`src/rtl/packet_pkg.sv`:
```
// Shared switch definitions: destination mask width, header field position
// and the ingress requester state encoding.
package packet_pkg;

    localparam int ADDR_WIDTH  = 4;
    localparam int HDR_DST_LSB = 0;

    typedef enum logic [1:0] {
        IDLE = 2'd0,
        REQ  = 2'd1,
        XMIT = 2'd2,
        DROP = 2'd3
    } req_state_t;

endpackage

```
`src/rtl/port_fifo.sv`:
```
// Synchronous FIFO with a registered head: a word written in cycle N is on
// dout in cycle N+1. Pushes while full and pops while empty are ignored.
module port_fifo #(
    parameter int WIDTH = 9,
    parameter int DEPTH = 16
) (
    input  logic             clk,
    input  logic             rst,
    input  logic             push,
    input  logic             pop,
    input  logic [WIDTH-1:0] din,
    output logic [WIDTH-1:0] dout,
    output logic             empty,
    output logic             full
);

    localparam int AW = $clog2(DEPTH);
    localparam logic [AW:0] FULL_CNT = (AW+1)'(DEPTH);

    logic [WIDTH-1:0] r_mem [DEPTH];
    logic [AW-1:0]    r_wr_ptr;
    logic [AW-1:0]    r_rd_ptr;
    logic [AW:0]      r_count;
    logic             w_push;
    logic             w_pop;

    assign w_push = push && !full;
    assign w_pop  = pop && !empty;
    assign empty  = (r_count == '0);
    assign full   = (r_count == FULL_CNT);
    assign dout   = r_mem[r_rd_ptr];

    // Storage is not reset; the pointers alone define what is valid.
    always_ff @(posedge clk) begin
        if (w_push) begin
            r_mem[r_wr_ptr] <= din;
        end
    end

    always_ff @(posedge clk or posedge rst) begin
        if (rst) begin
            r_wr_ptr <= '0;
            r_rd_ptr <= '0;
            r_count  <= '0;
        end else begin
            if (w_push) begin
                r_wr_ptr <= r_wr_ptr + 1'b1;
            end
            if (w_pop) begin
                r_rd_ptr <= r_rd_ptr + 1'b1;
            end
            case ({w_push, w_pop})
                2'b10:   r_count <= r_count + 1'b1;
                2'b01:   r_count <= r_count - 1'b1;
                default: r_count <= r_count;
            endcase
        end
    end

endmodule

```
`src/rtl/ingress_port_requester.sv`:
```
// Per-port switch front end: buffers beats, requests the header's destination
// mask from the arbiter and streams the packet on grant. PORT_STATS_EN adds counters.
module ingress_port_requester
    import packet_pkg::*;
#(
    parameter int DATA_WIDTH = 8,
    parameter int FIFO_DEPTH = 16
) (
    input  logic                  clk,
    input  logic                  rst,
    input  logic                  in_valid,
    input  logic [DATA_WIDTH-1:0] in_data,
    input  logic                  in_last,
    output logic                  in_ready,
    output logic [ADDR_WIDTH-1:0] port_dst,
    input  logic                  grant,
    output logic                  out_valid,
    output logic [DATA_WIDTH-1:0] out_data,
    output logic                  out_last,
    output logic                  busy,
    output logic                  drop_pulse,
    output logic [15:0]           pkt_cnt,
    output logic [15:0]           stall_cnt,
    output req_state_t            dbg_state
);

    // Upstream beat transfers on a cycle with in_valid && in_ready; the
    // crossbar side moves a beat on every cycle with grant && port_dst != 0.

    req_state_t            r_state;
    req_state_t            w_next_state;
    logic [ADDR_WIDTH-1:0] r_held_dst;
    logic [ADDR_WIDTH-1:0] w_held_dst_nxt;
    logic [ADDR_WIDTH-1:0] w_port_dst;
    logic                  w_out_valid;
    logic                  w_pop;
    logic                  w_drop_pulse;
    logic                  w_push;
    logic                  w_empty;
    logic                  w_full;
    logic [DATA_WIDTH:0]   w_head;
    logic                  w_head_last;
    logic [DATA_WIDTH-1:0] w_head_data;
    logic [ADDR_WIDTH-1:0] w_head_dst;

    assign in_ready = !w_full && !rst;
    assign w_push   = in_valid && in_ready;

    port_fifo #(
        .WIDTH (DATA_WIDTH + 1),
        .DEPTH (FIFO_DEPTH)
    ) u_fifo (
        .clk   (clk),
        .rst   (rst),
        .push  (w_push),
        .pop   (w_pop),
        .din   ({in_last, in_data}),
        .dout  (w_head),
        .empty (w_empty),
        .full  (w_full)
    );

    assign w_head_last = w_head[DATA_WIDTH];
    assign w_head_data = w_head[DATA_WIDTH-1:0];
    assign w_head_dst  = w_head_data[HDR_DST_LSB +: ADDR_WIDTH];

    always_ff @(posedge clk or posedge rst) begin
        if (rst) begin
            r_state    <= IDLE;
            r_held_dst <= '0;
        end else begin
            r_state    <= w_next_state;
            r_held_dst <= w_held_dst_nxt;
        end
    end

    always_comb begin
        w_next_state   = r_state;
        w_held_dst_nxt = r_held_dst;
        w_port_dst     = '0;
        w_pop          = 1'b0;
        w_drop_pulse   = 1'b0;
        w_out_valid    = 1'b0;
        case (r_state)
            IDLE: begin
                // A non-empty FIFO in IDLE always has a header at its head.
                if (!w_empty) begin
                    w_next_state = (w_head_dst != '0) ? REQ : DROP;
                end
            end
            REQ: begin
                w_port_dst     = w_head_dst;
                w_held_dst_nxt = w_head_dst;
                w_out_valid    = grant && (w_port_dst != '0);
                if (w_out_valid) begin
                    w_pop = 1'b1;
                    if (w_head_last) begin
                        w_held_dst_nxt = '0;
                        w_next_state   = IDLE;
                    end else begin
                        w_next_state = XMIT;
                    end
                end
            end
            XMIT: begin
                // Withdraw the request on underrun so grants are not wasted.
                if (!w_empty) begin
                    w_port_dst = r_held_dst;
                end
                w_out_valid = grant && (w_port_dst != '0);
                if (w_out_valid) begin
                    w_pop = 1'b1;
                    if (w_head_last) begin
                        w_held_dst_nxt = '0;
                        w_next_state   = IDLE;
                    end
                end
            end
            DROP: begin
                if (!w_empty) begin
                    w_pop = 1'b1;
                    if (w_head_last) begin
                        w_drop_pulse = 1'b1;
                        w_next_state = IDLE;
                    end
                end
            end
            default: w_next_state = IDLE;
        endcase
    end

    assign port_dst   = w_port_dst;
    assign out_valid  = w_out_valid;
    assign out_data   = w_out_valid ? w_head_data : '0;
    assign out_last   = w_out_valid && w_head_last;
    assign busy       = (r_state != IDLE);
    assign drop_pulse = w_drop_pulse;
    assign dbg_state  = r_state;

`ifdef PORT_STATS_EN
    logic [15:0] r_pkt_cnt;
    logic [15:0] r_stall_cnt;

    always_ff @(posedge clk or posedge rst) begin
        if (rst) begin
            r_pkt_cnt   <= '0;
            r_stall_cnt <= '0;
        end else begin
            if (w_out_valid && w_head_last && (r_pkt_cnt != 16'hFFFF)) begin
                r_pkt_cnt <= r_pkt_cnt + 16'd1;
            end
            if ((w_port_dst != '0) && !grant && (r_stall_cnt != 16'hFFFF)) begin
                r_stall_cnt <= r_stall_cnt + 16'd1;
            end
        end
    end

    assign pkt_cnt   = r_pkt_cnt;
    assign stall_cnt = r_stall_cnt;
`else
    assign pkt_cnt   = 16'd0;
    assign stall_cnt = 16'd0;
`endif

endmodule

```
`config.mk`:
```
export PLATFORM = sky130hd
export DESIGN_NAME = ingress_port_requester
export DESIGN_NICKNAME = d
export VERILOG_FILES = /design/src/rtl/packet_pkg.sv /design/src/rtl/port_fifo.sv /design/src/rtl/ingress_port_requester.sv
export SDC_FILE = /design/constraint.sdc
export NUM_CORES = 1
export LEC_CHECK = 0
export ABC_CLOCK_PERIOD_IN_PS = 7900
export BUFFER_PORTS_ARGS = -buffer_cell sky130_fd_sc_hd__buf_2
export CORE_ASPECT_RATIO = 1.5
export CORE_MARGIN = 8
export CORE_UTILIZATION = 64
export CTS_CLUSTER_DIAMETER = 100
export DETAILED_ROUTE_END_ITERATION = 7
export PLACE_DENSITY = 0.91
export SLEW_MARGIN = 20
export SYNTH_ARGS = -nofsm -noshare
export SYNTH_HDL_FRONTEND = slang
export SYNTH_HIERARCHICAL = 1
export SYNTH_SLANG_ARGS = --single-unit
```
`constraint.sdc`:
```
create_clock -name clk -period 7.9 [get_ports clk]
set_input_delay 0.79 -clock clk [delete_from_list [all_inputs] [get_ports clk]]
set_output_delay 0.79 -clock clk [all_outputs]
set_load 0.005 [all_outputs]
```
==> flow_summary.ini <==
[worst_setup_path]
reg2reg_to = u_fifo/r_count[4]$_DFFE_PP0P_
r2r_start = u_fifo/r_rd_ptr[0]$_DFFE_PP0P_
r2r_slack_ns = 2.63
startpoint_type = register
r2r.worst_path.cells = 18
timing_worst_setup_path_type = reg -> reg
crit_path_end_kind = register
cp_data_required_time_ns = 8.20
cp_max_fo = 30
cp.arrival_ns = 5.57

[sta]
final.period_utilization_pct = 66.6
finalHoldViolCount = 0
fin_tns_setup_ns = 0
finClkSkew_ns = 0.00608
setup_viol = 0
rsz0062_at_grt = no
fmax_mhz = 190
fin_ws_ns = 2.63
worst_pin_slew_ns = 1.08
period_minus_slack_ns = 5.27
relSlewSlack_pct = 27.7
maxSlewViolCount = 0

[clock_network]
cts_tree = yes
cts_setup_buffers = 0
cts_num_sinks = 163
clockBufferDepth = 2
hold_buffers = 0
clockRootBuffer = clkbuf_16
numCtsBuffers = 17
post_cts_resized = 0
insertion_delay_ns = 0.41
clk_pin_slew_ns = 0.06
htreeDepth = 4

[grt]
track_usage_pct = 20.8
grt_overflow = 0
grt_max_degree = 31
grt_pass1_vias = 4061
grt_pass1_wl_mm = 22.9
antenna_found_initial = 0

[yosys]
postSynthCellCount = 461
synth_edf_count = 144
ys_types = 44
ys_warn_count = 6
yosys_register_bits = 163
avgSynthCellArea_um2 = 15.7
synthArstFlopShare_pct = 11.7
netlist_area_um2 = 7230
seq_area_frac_synth_pct = 66.4
ys.flop_type = edfxtp_1

[layout]
antenna_cells = 0
final_cell_area_um2 = 8010
areaGrowthSynthToFinish_pct = 10.9
drive_above_1_share_pct = 21.4
fin_nets = 524
final_common_cell = edfxtp_1
nFillCells = 669
final_cells = 656
mostFrequentLayoutCells = edfxtp_1, conb_1, buf_2

[routing]
initialDrtViolationCount = 343
vias = 4039
wl_mm = 14.9
ant_nets = 0
avgViaCountPerCell = 6.16
remaining_drc_errors = 0
first_pass_iters = 7
wl_per_cell_um = 22.8

[floorplanning]
dieArea_um2 = 15000
die_x_um = 103
core_area_um2 = 11100
die_h_um = 146
rows = 47
num_io_pins = 64
start_util_pct = 65.4

[run]
maxCapViolCount = 0

[placement]
dpl-instance-area_um2 = 7360
gp_congestion = 0.901
dp.cells = 624
dp_slack_ns = 2.77
dp.final_hpwl_mm = 9.64
port_buffers = 31

[min_path]
hp-class = in -> async

[pwr]
ir_drop_uv = 236
powerDensity_nw_per_um2 = 364
leakagePower_nw = 2.98

[outcome]
status = finished, final reports clean
-- per-layer routing --
| layer | vias up | GRT usage [%] | routed length (um) |
|---|---|---|---|
| li1 | 1748 | - | - |
| met1 | 2014 | 24.6 | 5420 |
| met2 | 233 | 34.1 | 7670 |
| met3 | 44 | 5.19 | 1330 |
| met4 | 0 | 9.96 | 531 |
| met5 | - | 0 | 0 |
-- cells in the mapped netlist, types with 2 or more instances --
cell type | instances | share of area [%]
mux2i_1 | 29 | 4.0
nor2_1 | 15 | 0.78
a22o_1 | 4 | 0.48
and2_1 | 9 | 0.78
o21ai_0 | 24 | 1.7
mux4_2 | 18 | 5.6
inv_1 | 16 | 0.83
nor2b_1 | 8 | 0.69
a22oi_1 | 13 | 1.4
nand2_1 | 22 | 1.1
edfxtp_1 | 144 | 60
nand2b_1 | 4 | 0.35
a221oi_1 | 5 | 0.61
and2_4 | 3 | 0.36
a21oi_1 | 12 | 0.83
mux2_2 | 9 | 1.4
xor2_1 | 3 | 0.36
a221oi_2 | 4 | 0.83
clkbuf_1 | 6 | 0.31
nor3_1 | 5 | 0.35
buf_6 | 6 | 0.93
nand3_1 | 2 | 0.14
buf_4 | 33 | 3.4
nor4_2 | 2 | 0.35
dfrtp_1 | 19 | 6.6
mux2_1 | 3 | 0.47
ha_1 | 14 | 2.4
buf_2 | 5 | 0.35
buf_1 | 3 | 0.16
xnor2_1 | 7 | 0.85
-- cells by family after synthesis --
family | share of synthesized area (%)
flip-flops | 66.4
AND/OR/NAND/NOR | 5.80
buffers and inverters | 6.01
AO/OA/AOI/OAI | 6.34
multiplexers | 11.5
adder cells (fa/ha/maj) | 2.70
XOR/XNOR | 1.21
other | 0.0519
-- per-stage QoR --
| step | power [mW] | util (%) | hold slack [ns] |
|---|---|---|---|
| global placement | 1.98 | 66.6 | 0.487 |
| detailed placement | 2.02 | 66.6 | 0.494 |
| global route | 3.05 | 72.5 | 0.328 |
| CTS | 2.92 | 72.5 | 0.299 |
| finish | 2.92 | 72.5 | 0.306 |
| floorplan | 1.82 | - | 0.459 |
-- worst max path at each step --
stage	start	to	slack (ns)	cells past startpoint
2_1_floorplan	u_fifo/r_rd_ptr[0]$_DFFE_PP0P_	u_fifo/r_count[4]$_DFFE_PP0P_	3.88	18
3_3_place_gp	u_fifo/r_rd_ptr[0]$_DFFE_PP0P_	u_fifo/r_count[4]$_DFFE_PP0P_	2.92	18
3_5_place_dp	u_fifo/r_rd_ptr[0]$_DFFE_PP0P_	u_fifo/r_count[4]$_DFFE_PP0P_	2.77	18
4_1_cts	u_fifo/r_rd_ptr[0]$_DFFE_PP0P_	u_fifo/r_count[4]$_DFFE_PP0P_	2.62	18
5_1_grt	u_fifo/r_rd_ptr[0]$_DFFE_PP0P_	u_fifo/r_count[4]$_DFFE_PP0P_	2.22	18
6_report	u_fifo/r_rd_ptr[0]$_DFFE_PP0P_	u_fifo/r_count[4]$_DFFE_PP0P_	2.63	18
-- power by group --
| group | switching (mW) | internal, mW | total (mW) |
|---|---|---|---|
| combinational | 0.485 | 0.400 | 0.884 |
| sequential | 0.122 | 1.03 | 1.15 |
| clock | 0.306 | 0.578 | 0.883 |
| total | 0.912 | 2.00 | 2.92 |
-- registers in the layout, summed over array words and instances, names as in the netlist --
register,flops
dbg_state,2
u_fifo/r_mem,144
u_fifo/r_rd_ptr,4
u_fifo/r_count,5
r_held_dst,4
u_fifo/r_wr_ptr,4
-- cell type report --
type                            instances  area [um2]  area share (%)
Sequential cell                       163        4800            59.9
Multi-Input combinational cell        260        2110            26.4
Clock buffer                           23         468            5.84
Timing Repair Buffer                   38         208            2.59
Tap cell                              147         184            2.30
Clock inverter                          9         179            2.23
Inverter                               16        60.1           0.750
-- worst max-delay path, stage by stage, from the launching register on --
cell and delay, ns:
dfrtp_2 0.90, buf_4 0.56, mux2_2 0.40, o21ai_0 0.22, a21oi_1 0.10, a22oi_1 0.20
nand2_1 0.14, or4_4 0.57, o2bb2ai_2 0.14, nand2_1 0.08, a21oi_1 0.06, nor2b_1 0.19
ha_1 0.28, ha_1 0.33, nor2b_1 0.14, o21ai_0 0.20, a21oi_1 0.11, or3b_1 0.37
xnor2_1 0.13
(Power assumes the default switching activity.)
